`config.mk`:
```
export PLATFORM = sky130hd
export DESIGN_NAME = mario_motion
export DESIGN_NICKNAME = d
export VERILOG_FILES = /design/src/rtl/mario_pkg.sv /design/src/rtl/mario_axis_integrator.sv /design/src/rtl/mario_motion.sv
export SDC_FILE = /design/constraint.sdc
export NUM_CORES = 1
export LEC_CHECK = 0
export ABC_AREA = 1
export BUFFER_PORTS_ARGS = -buffer_cell sky130_fd_sc_hd__buf_2
export CORE_UTILIZATION = 52
export CTS_BUF_LIST = sky130_fd_sc_hd__clkbuf_8
export CTS_CLUSTER_DIAMETER = 100
export DETAILED_ROUTE_END_ITERATION = 16
export GPL_TIMING_DRIVEN = 0
export PLACE_DENSITY = 0.85
export SETUP_SLACK_MARGIN = 0.2
export SKIP_CTS_REPAIR_TIMING = 1
export SYNTH_ARGS = -nofsm -noshare
export SYNTH_HDL_FRONTEND = slang
export SYNTH_SLANG_ARGS = --single-unit
```
`constraint.sdc`:
```
create_clock -name clk -period 4.1 [get_ports clk]
set_input_delay 0.41 -clock clk [delete_from_list [all_inputs] [get_ports clk]]
set_output_delay 0.41 -clock clk [all_outputs]
set_load 0.1 [all_outputs]
```
`src/rtl/mario_pkg.sv`:
```
// Shared encodings for the mario_motion player-motion engine: FSM states,
// sprite frame codes and key-vector bit positions.
package mario_pkg;

  typedef enum logic [2:0] {
    ST_IDLE   = 3'd0,
    ST_STAND  = 3'd1,
    ST_RUN    = 3'd2,
    ST_AIR    = 3'd3,
    ST_CROUCH = 3'd4,
    ST_OVER   = 3'd5
  } state_e;

  localparam logic [3:0] ANIM_STAND  = 4'd0;
  localparam logic [3:0] ANIM_AIR    = 4'd8;
  localparam logic [3:0] ANIM_CROUCH = 4'd9;
  localparam logic [3:0] ANIM_OVER   = 4'd10;
  localparam logic [3:0] ANIM_DJUMP  = 4'd11;

  localparam int KEY_RIGHT = 4;
  localparam int KEY_LEFT  = 3;
  localparam int KEY_JUMP  = 2;
  localparam int KEY_UP    = 1;
  localparam int KEY_DOWN  = 0;

endpackage

```
`src/rtl/mario_axis_integrator.sv`:
```
// One motion axis: unsigned fixed-point position plus signed speed, saturated
// to [0, MAX_INT] px with the fraction cleared at either bound.
module mario_axis_integrator #(
  parameter int INT_W   = 10,
  parameter int FRAC_W  = 4,
  parameter int SPD_W   = 8,
  parameter int MAX_INT = 624
) (
  input  logic [INT_W+FRAC_W-1:0] pos_i,
  input  logic signed [SPD_W-1:0] speed_i,
  output logic [INT_W+FRAC_W-1:0] pos_o,
  output logic                    at_lo_o,
  output logic                    at_hi_o
);

  localparam int POS_W = INT_W + FRAC_W;
  localparam int SUM_W = POS_W + 1;
  localparam logic signed [SUM_W-1:0] HI_LIM = SUM_W'(MAX_INT * (2 ** FRAC_W));

  logic signed [SUM_W-1:0] sum;

  // The extra sign bit lets both bounds be tested before truncation.
  always_comb begin
    sum     = $signed({1'b0, pos_i}) + SUM_W'(speed_i);
    at_lo_o = sum[SUM_W-1] || (sum == '0);
    at_hi_o = !at_lo_o && (sum >= HI_LIM);
    if (at_lo_o)      pos_o = '0;
    else if (at_hi_o) pos_o = HI_LIM[POS_W-1:0];
    else              pos_o = sum[POS_W-1:0];
  end

endmodule

```
`src/rtl/mario_motion.sv`:
```
// Player-motion engine: walk/jump/crouch/gravity integrated once per tick.
// Define MARIO_DOUBLE_JUMP_EN to allow one extra jump while airborne.
module mario_motion
  import mario_pkg::*;
#(
  parameter int X_W      = 10,
  parameter int Y_W      = 9,
  parameter int FRAC_W   = 4,
  parameter int SPD_W    = 8,
  parameter int X_START  = 16,
  parameter int X_MAX    = 624,
  parameter int Y_GROUND = 400,
  parameter int WALK_V   = 32,
  parameter int JUMP_V   = 96,
  parameter int GRAVITY  = 6,
  parameter int MAX_FALL = 120,
  parameter int ANIM_DIV = 6
) (
  input  logic                    clk,
  input  logic                    rst,
  input  logic                    tick,
  input  logic                    start,
  input  logic                    over,
  input  logic [4:0]              keydown,
  output logic [X_W-1:0]          x,
  output logic [Y_W-1:0]          y,
  output logic [2:0]              state,
  output logic [3:0]              animation_state,
  output logic signed [SPD_W-1:0] xspeed,
  output logic signed [SPD_W-1:0] yspeed
);

  localparam int XF_W  = X_W + FRAC_W;
  localparam int YF_W  = Y_W + FRAC_W;
  localparam int CNT_W = (ANIM_DIV > 2) ? $clog2(ANIM_DIV) : 1;

  localparam logic [XF_W-1:0]         X_RST    = XF_W'(X_START * (2 ** FRAC_W));
  localparam logic [YF_W-1:0]         Y_RST    = YF_W'(Y_GROUND * (2 ** FRAC_W));
  localparam logic signed [SPD_W-1:0] V_WALK   = SPD_W'(WALK_V);
  localparam logic signed [SPD_W-1:0] V_JUMP   = SPD_W'(-JUMP_V);
  localparam logic signed [SPD_W-1:0] V_MAXF   = SPD_W'(MAX_FALL);
  localparam logic signed [SPD_W:0]   G_EXT    = (SPD_W+1)'(GRAVITY);
  localparam logic signed [SPD_W:0]   MAXF_EXT = (SPD_W+1)'(MAX_FALL);
  localparam logic [CNT_W-1:0]        CNT_LAST = CNT_W'(ANIM_DIV - 1);

  state_e                  state_q, state_d;
  logic [XF_W-1:0]         x_q, x_d, x_nxt;
  logic [YF_W-1:0]         y_q, y_d, y_nxt;
  logic signed [SPD_W-1:0] xspeed_q, xspeed_d, yspeed_q, yspeed_d;
  logic signed [SPD_W-1:0] xspd_cmd, xspd_fin, ys_grav;
  logic signed [SPD_W:0]   ys_sum;
  logic [3:0]              anim_q, anim_d;
  logic [CNT_W-1:0]        cnt_q, cnt_d;
  logic [1:0]              run_base;
  logic                    x_lo, x_hi, y_lo, y_hi;
  logic                    grounded, airborne, active, crouch_req;
  logic                    k_right, k_left, k_jump, k_down, key_up_unused;
`ifdef MARIO_DOUBLE_JUMP_EN
  logic                    jprev_q, jprev_d, used_q, used_d;
`endif

  assign k_right       = keydown[KEY_RIGHT];
  assign k_left        = keydown[KEY_LEFT];
  assign k_jump        = keydown[KEY_JUMP];
  assign k_down        = keydown[KEY_DOWN];
  assign key_up_unused = keydown[KEY_UP];

  mario_axis_integrator #(
    .INT_W(X_W), .FRAC_W(FRAC_W), .SPD_W(SPD_W), .MAX_INT(X_MAX)
  ) u_x_axis (
    .pos_i(x_q), .speed_i(xspd_cmd), .pos_o(x_nxt), .at_lo_o(x_lo), .at_hi_o(x_hi)
  );

  mario_axis_integrator #(
    .INT_W(Y_W), .FRAC_W(FRAC_W), .SPD_W(SPD_W), .MAX_INT(Y_GROUND)
  ) u_y_axis (
    .pos_i(y_q), .speed_i(yspeed_q), .pos_o(y_nxt), .at_lo_o(y_lo), .at_hi_o(y_hi)
  );

  always_comb begin
    grounded   = state_q inside {ST_STAND, ST_RUN, ST_CROUCH};
    airborne   = (state_q == ST_AIR);
    active     = grounded || airborne;
    // Crouching is decided from keys alone so it can zero the walk command.
    crouch_req = grounded && k_down && !k_jump;
    xspd_cmd   = '0;
    if (k_right != k_left && !crouch_req) xspd_cmd = k_right ? V_WALK : -V_WALK;
    xspd_fin   = (x_lo || x_hi) ? '0 : xspd_cmd;
    ys_sum     = {yspeed_q[SPD_W-1], yspeed_q} + G_EXT;
    ys_grav    = (ys_sum > MAXF_EXT) ? V_MAXF : ys_sum[SPD_W-1:0];
    run_base   = (state_q == ST_RUN) ? anim_q[1:0] : 2'd0;
  end

  // NOTE: sequential state uses non-blocking assignments so every register
  // samples the pre-edge values; blocking here would create ordering races.
  always_ff @(posedge clk or negedge rst) begin
    if (!rst) state_q <= ST_IDLE;
    else      state_q <= state_d;
  end

  always_comb begin
    state_d = state_q;
    case (state_q)
      ST_IDLE: if (start) state_d = ST_STAND;
      ST_OVER: if (!over && start) state_d = ST_STAND;
      ST_STAND, ST_RUN, ST_CROUCH: begin
        if (over) state_d = ST_OVER;
        else if (tick) begin
          if (k_jump)              state_d = ST_AIR;
          else if (k_down)         state_d = ST_CROUCH;
          else if (xspd_fin != '0) state_d = ST_RUN;
          else                     state_d = ST_STAND;
        end
      end
      ST_AIR: begin
        if (over) state_d = ST_OVER;
        else if (tick && y_hi) state_d = (xspd_fin != '0) ? ST_RUN : ST_STAND;
      end
      default: state_d = ST_IDLE;
    endcase
  end

  // NOTE: every output of this block is given a default first, so no path
  // leaves a value unassigned and no latch is inferred.
  always_comb begin
    x_d      = x_q;
    y_d      = y_q;
    xspeed_d = xspeed_q;
    yspeed_d = yspeed_q;
    anim_d   = anim_q;
    cnt_d    = cnt_q;
`ifdef MARIO_DOUBLE_JUMP_EN
    jprev_d  = jprev_q;
    used_d   = used_q;
`endif
    if (!active) begin
      xspeed_d = '0;
      yspeed_d = '0;
      cnt_d    = '0;
      anim_d   = (state_q == ST_OVER) ? ANIM_OVER : ANIM_STAND;
      if (state_d == ST_STAND) begin
        x_d    = X_RST;
        y_d    = Y_RST;
        anim_d = ANIM_STAND;
`ifdef MARIO_DOUBLE_JUMP_EN
        jprev_d = 1'b0;
        used_d  = 1'b0;
`endif
      end
    end else if (over) begin
      xspeed_d = '0;
      yspeed_d = '0;
      cnt_d    = '0;
      anim_d   = ANIM_OVER;
    end else if (tick) begin
      x_d      = x_nxt;
      xspeed_d = xspd_fin;
`ifdef MARIO_DOUBLE_JUMP_EN
      jprev_d  = k_jump;
`endif
      if (airborne) begin
        y_d      = y_nxt;
        yspeed_d = ys_grav;
`ifdef MARIO_DOUBLE_JUMP_EN
        if (k_jump && !jprev_q && !used_q) begin
          yspeed_d = V_JUMP;
          used_d   = 1'b1;
        end
`endif
        if (y_hi) begin
          yspeed_d = '0;
`ifdef MARIO_DOUBLE_JUMP_EN
          used_d   = 1'b0;
`endif
        end else if (y_lo) begin
          yspeed_d = '0;
        end
      end else if (state_d == ST_AIR) begin
        yspeed_d = V_JUMP;
      end
      cnt_d = '0;
      case (state_d)
        ST_RUN: begin
          if (cnt_q == CNT_LAST) begin
            anim_d = {2'b00, run_base + 2'd1};
          end else begin
            cnt_d  = cnt_q + 1'b1;
            anim_d = {2'b00, run_base};
          end
        end
        ST_AIR: begin
          anim_d = ANIM_AIR;
`ifdef MARIO_DOUBLE_JUMP_EN
          if (used_d && yspeed_d < 0) anim_d = ANIM_DJUMP;
`endif
        end
        ST_CROUCH: anim_d = ANIM_CROUCH;
        default:   anim_d = ANIM_STAND;
      endcase
    end
  end

  always_ff @(posedge clk or negedge rst) begin
    if (!rst) begin
      x_q      <= X_RST;
      y_q      <= Y_RST;
      xspeed_q <= '0;
      yspeed_q <= '0;
      anim_q   <= ANIM_STAND;
      cnt_q    <= '0;
`ifdef MARIO_DOUBLE_JUMP_EN
      jprev_q  <= 1'b0;
      used_q   <= 1'b0;
`endif
    end else begin
      x_q      <= x_d;
      y_q      <= y_d;
      xspeed_q <= xspeed_d;
      yspeed_q <= yspeed_d;
      anim_q   <= anim_d;
      cnt_q    <= cnt_d;
`ifdef MARIO_DOUBLE_JUMP_EN
      jprev_q  <= jprev_d;
      used_q   <= used_d;
`endif
    end
  end

  assign x               = x_q[XF_W-1:FRAC_W];
  assign y               = y_q[YF_W-1:FRAC_W];
  assign state           = state_q;
  assign animation_state = anim_q;
  assign xspeed          = xspeed_q;
  assign yspeed          = yspeed_q;

endmodule

```
==> results.md <==
Logic synthesis:
- The number of synthesis warnings is 0.
- Summing the sequential cell areas from Yosys gives 28.6% of the chip area.
- The mapped netlist covers 3520 sq um.
- Yosys mapped the design onto 46 distinct sky130hd cell types.
- The area share of the largest cell type after synthesis is 25.6%.
- The dominant cell type by area after synthesis is sky130_fd_sc_hd__dfrtp_1.
- Among all cell types in the netlist, the one instantiated most often is sky130_fd_sc_hd__nand2_1.
- After technology mapping, the gate count stands at 508.
- Sorting the synthesized cells by how often they occur yields sky130_fd_sc_hd__nand2_1 (134), sky130_fd_sc_hd__inv_1 (65), sky130_fd_sc_hd__nand3_1 (48), sky130_fd_sc_hd__dfrtp_1 (36), sky130_fd_sc_hd__nor2_1 (32).
- Counting flops with a built-in enable in the synthesized netlist gives 0.
- After synthesis the netlist holds a flip-flop and latch count of 40.
- The average cell area after synthesis is 6.92 sq um.
- The share of async-settable or async-resettable flops after synthesis is 100%.
- By area the synthesized netlist is led by sky130_fd_sc_hd__dfrtp_1 (26%), sky130_fd_sc_hd__nand2_1 (14%), sky130_fd_sc_hd__inv_1 (6.9%), sky130_fd_sc_hd__nand3_1 (6.8%), sky130_fd_sc_hd__ha_1 (5.7%).
- The most used flip-flop cell after synthesis is sky130_fd_sc_hd__dfrtp_1.

Critical path:
- The critical path data arrival time is 3.84 ns.
- The startpoint identified for the worst register-to-register timing path is state[1].
- STA classifies the critical path endpoint as a flop.
- By instance count, the cell type seen most on the critical path is sky130_fd_sc_hd__nand2_1.
- The critical path required time is 4.29 ns.
- The largest individual stage delay along the critical path comes from the cell sky130_fd_sc_hd__dfrtp_2.
- The critical path in this run is classified as flop to flop.
- The delay of the slowest critical-path stage is 0.47 ns.
- STA classifies the critical path startpoint as a flop.
- The origin of the worst setup path is state[1].
- In this run the worst path has a maximum fanout of 10.

GRT:
- The remaining global-route overflow is 0.
- The wire length of the first global-routing pass is 14.3 mm.
- The maximum number of pins on one net before global-route repair is 41.
- The number of antenna violations at the first check in global routing came to 0.
- The via count of the first global-routing pass is 3228.
- The overall routing resource usage is 24.3%.

Clocking:
- The buffer depth of the longest clock path is 2.
- TritonCTS built the clock tree.
- The number of buffers inserted during clock tree synthesis is 5.
- The CTS H-tree depth is 2.
- The clock transition at the registers of the reported paths is 0.09 ns.
- The number of clock sinks seen by CTS is 40.
- The clock root buffer is sky130_fd_sc_hd__clkbuf_8.
- The clock reaches the later pin of the worst-skew pair after 0.30 ns.

Placement:
- During placement, the flow inserted port buffers numbering 42.
- Routability-driven placement finished with a final weighted congestion of 0.910.
- The pre-CTS setup slack is -0.0265 ns.
- The HPWL after detailed placement is 6.25 mm.
- In this run the cell area measured after placement is 3850 sq um.

Finish:
- The filler cell count is 559.
- The final design utilization is 64.3%.
- The net count of the finished layout is 601.
- The post-route netlist has 25.3% of its cells at a drive strength greater than 1.
- The finished layout cell area is 4130 sq um.
- Summing all multi-input logic gate instances after layout gives 2150 sq um.
- 0 antenna diodes ended up in the layout.
- The signed area change from the synthesized netlist to the final layout is 17.4%.
- Across the whole layout, storage elements account for 1010 sq um.

Timing:
- The remaining max-slew budget at the tightest pin is 40.7%.
- The worst hold slack is 0.227 ns.
- At the pin with the least slew margin, the transition time is 0.890 ns.
- Setup repair after global routing left no endpoint under its margin.
- The max-slew violation total from the final report is 0.
- The final number of setup-violating endpoints is 0.
- Between clock sinks in the finished design, the worst skew comes to 0.00894 ns.
- The worst setup slack after layout is 0.456 ns.
- The upper clock frequency limit is 274 MHz.
- In the finished design, the share of the clock period the worst path needs comes to 88.9%.
- The number of hold violations in the final report is 0.
- The clock period could shrink to 3.64 ns.

Drt:
- After detailed routing, the average wire length per cell comes to 13.1 microns.
- The number of nets with antenna violations after detailed routing is 0.
- The routed layout has 3585 vias.
- Before antenna repair, the detailed router went through 11 iterations.
- The final routed DRC violation total is 9.
- The wire length after detailed routing is 8.53 mm.
- The first-iteration detailed-routing DRC count is 157.
- After detailed routing, the number of vias per cell comes to 5.49.

Hold path:
- The worst hold path belongs to the class input pin to asynchronous set/reset pin.

Die:
- The horizontal extent of the die is 84.2 microns.
- The initial cell density of the core is 54.7%.
- The number of I/O pins is 52.
- The area enclosed by the die boundary is 7090 sq um.
- The die is 84.2 microns tall.
- The placement row count is 29.
- The core region is 6420 sq um.

Status:
- The run finished, with violations left.
- The checks that failed: DRC.

Job:
- The max-cap check violation count is 0.
sequential cells by signal (all words and copies together), names as in the netlist:
| signal | cells |
|---|---|
| state | 3 |
| xspeed | 2 |
| cnt_q | 3 |
| animation_state | 3 |
| y_q | 13 |
| x_q | 9 |
| yspeed | 7 |
worst paths after layout:
path,slack (ns),end,cells after the start
worst max-delay path,0.46,y_q[3],31
worst min-delay path,0.23,cnt_q[0],1
worst max register to register,0.46,y_q[3],31
worst min register to register,0.48,y_q[8],2
max in group asynchronous,3.25,state[2],1
min in group clk,0.48,y_q[8],2
critical path, delay by kind of cell, from the launching register on:
kind / cells / cell delay, ns
buf+inv: 6 / 0.61
compound gates: 1 / 0.04
simple gates: 22 / 2.02
fa+ha+maj: 2 / 0.36
flops: 1 / 0.47
cell usage in the layout, fill, tap and decap left out, types with 3 or more instances in the layout:
| cell | count |
|---|---|
| sky130_fd_sc_hd__a21oi_1 | 15 |
| sky130_fd_sc_hd__buf_2 | 42 |
| sky130_fd_sc_hd__buf_4 | 30 |
| sky130_fd_sc_hd__clkbuf_8 | 6 |
| sky130_fd_sc_hd__conb_1 | 8 |
| sky130_fd_sc_hd__dfrtp_1 | 32 |
| sky130_fd_sc_hd__dfrtp_2 | 4 |
| sky130_fd_sc_hd__dfstp_2 | 4 |
| sky130_fd_sc_hd__ha_1 | 15 |
| sky130_fd_sc_hd__inv_1 | 62 |
| sky130_fd_sc_hd__inv_2 | 8 |
| sky130_fd_sc_hd__nand2_1 | 134 |
| sky130_fd_sc_hd__nand2_2 | 14 |
| sky130_fd_sc_hd__nand2_4 | 3 |
| sky130_fd_sc_hd__nand3_1 | 45 |
| sky130_fd_sc_hd__nand3_2 | 6 |
| sky130_fd_sc_hd__nand4_1 | 21 |
| sky130_fd_sc_hd__nor2_1 | 31 |
| sky130_fd_sc_hd__nor2_2 | 7 |
| sky130_fd_sc_hd__nor3_1 | 6 |
| sky130_fd_sc_hd__o21ai_0 | 15 |
| sky130_fd_sc_hd__o21ai_1 | 9 |
| sky130_fd_sc_hd__o21ai_2 | 3 |
| sky130_fd_sc_hd__o41ai_1 | 4 |
| sky130_fd_sc_hd__xnor2_1 | 7 |
| sky130_fd_sc_hd__xor2_1 | 9 |
routing by layer:
metal | up-vias | GRT usage, % | part of all wire [%]
met2 | 121 | 43.1 | 50
met1 | 1672 | 31.7 | 44
met5 | - | 0 | 0
li1 | 1780 | - | -
met4 | 0 | 5.80 | 1.3
met3 | 12 | 2.95 | 5.0
cell families (layout without fill, tap and decap cells):
kind of cell,count (synthesis),in the layout,synth area share (%)
AOI/OAI and AO/OA,59,59,10.0
xor gates and xnor gates,17,17,4.45
adders and majority gates,16,16,5.69
buffers and inverters,96,157,12.8
DFF,40,40,28.6
other,1,8,0.107
and+or+nand+nor,279,279,38.3
area by class of cell:
class | count | area share, %
Multi-Input combinational cell | 379 | 52.0
Sequential cell | 40 | 24.5
Timing Repair Buffer | 53 | 7.09
Inverter | 72 | 6.61
Buffer | 24 | 4.55
Tap cell | 77 | 2.33
Clock buffer | 6 | 2.00
Clock inverter | 2 | 0.939
metrics by stage:
stage	instances	setup TNS [ns]
2_1_floorplan	515	0
3_3_place_gp	634	0
3_5_place_dp	634	-0.169
4_1_cts	642	0
5_1_grt	653	0
6_report	653	0
Power is left out: the tool's default activity adds up to more than one toggle a clock period on the data nets, which glitch-free logic cannot reach.
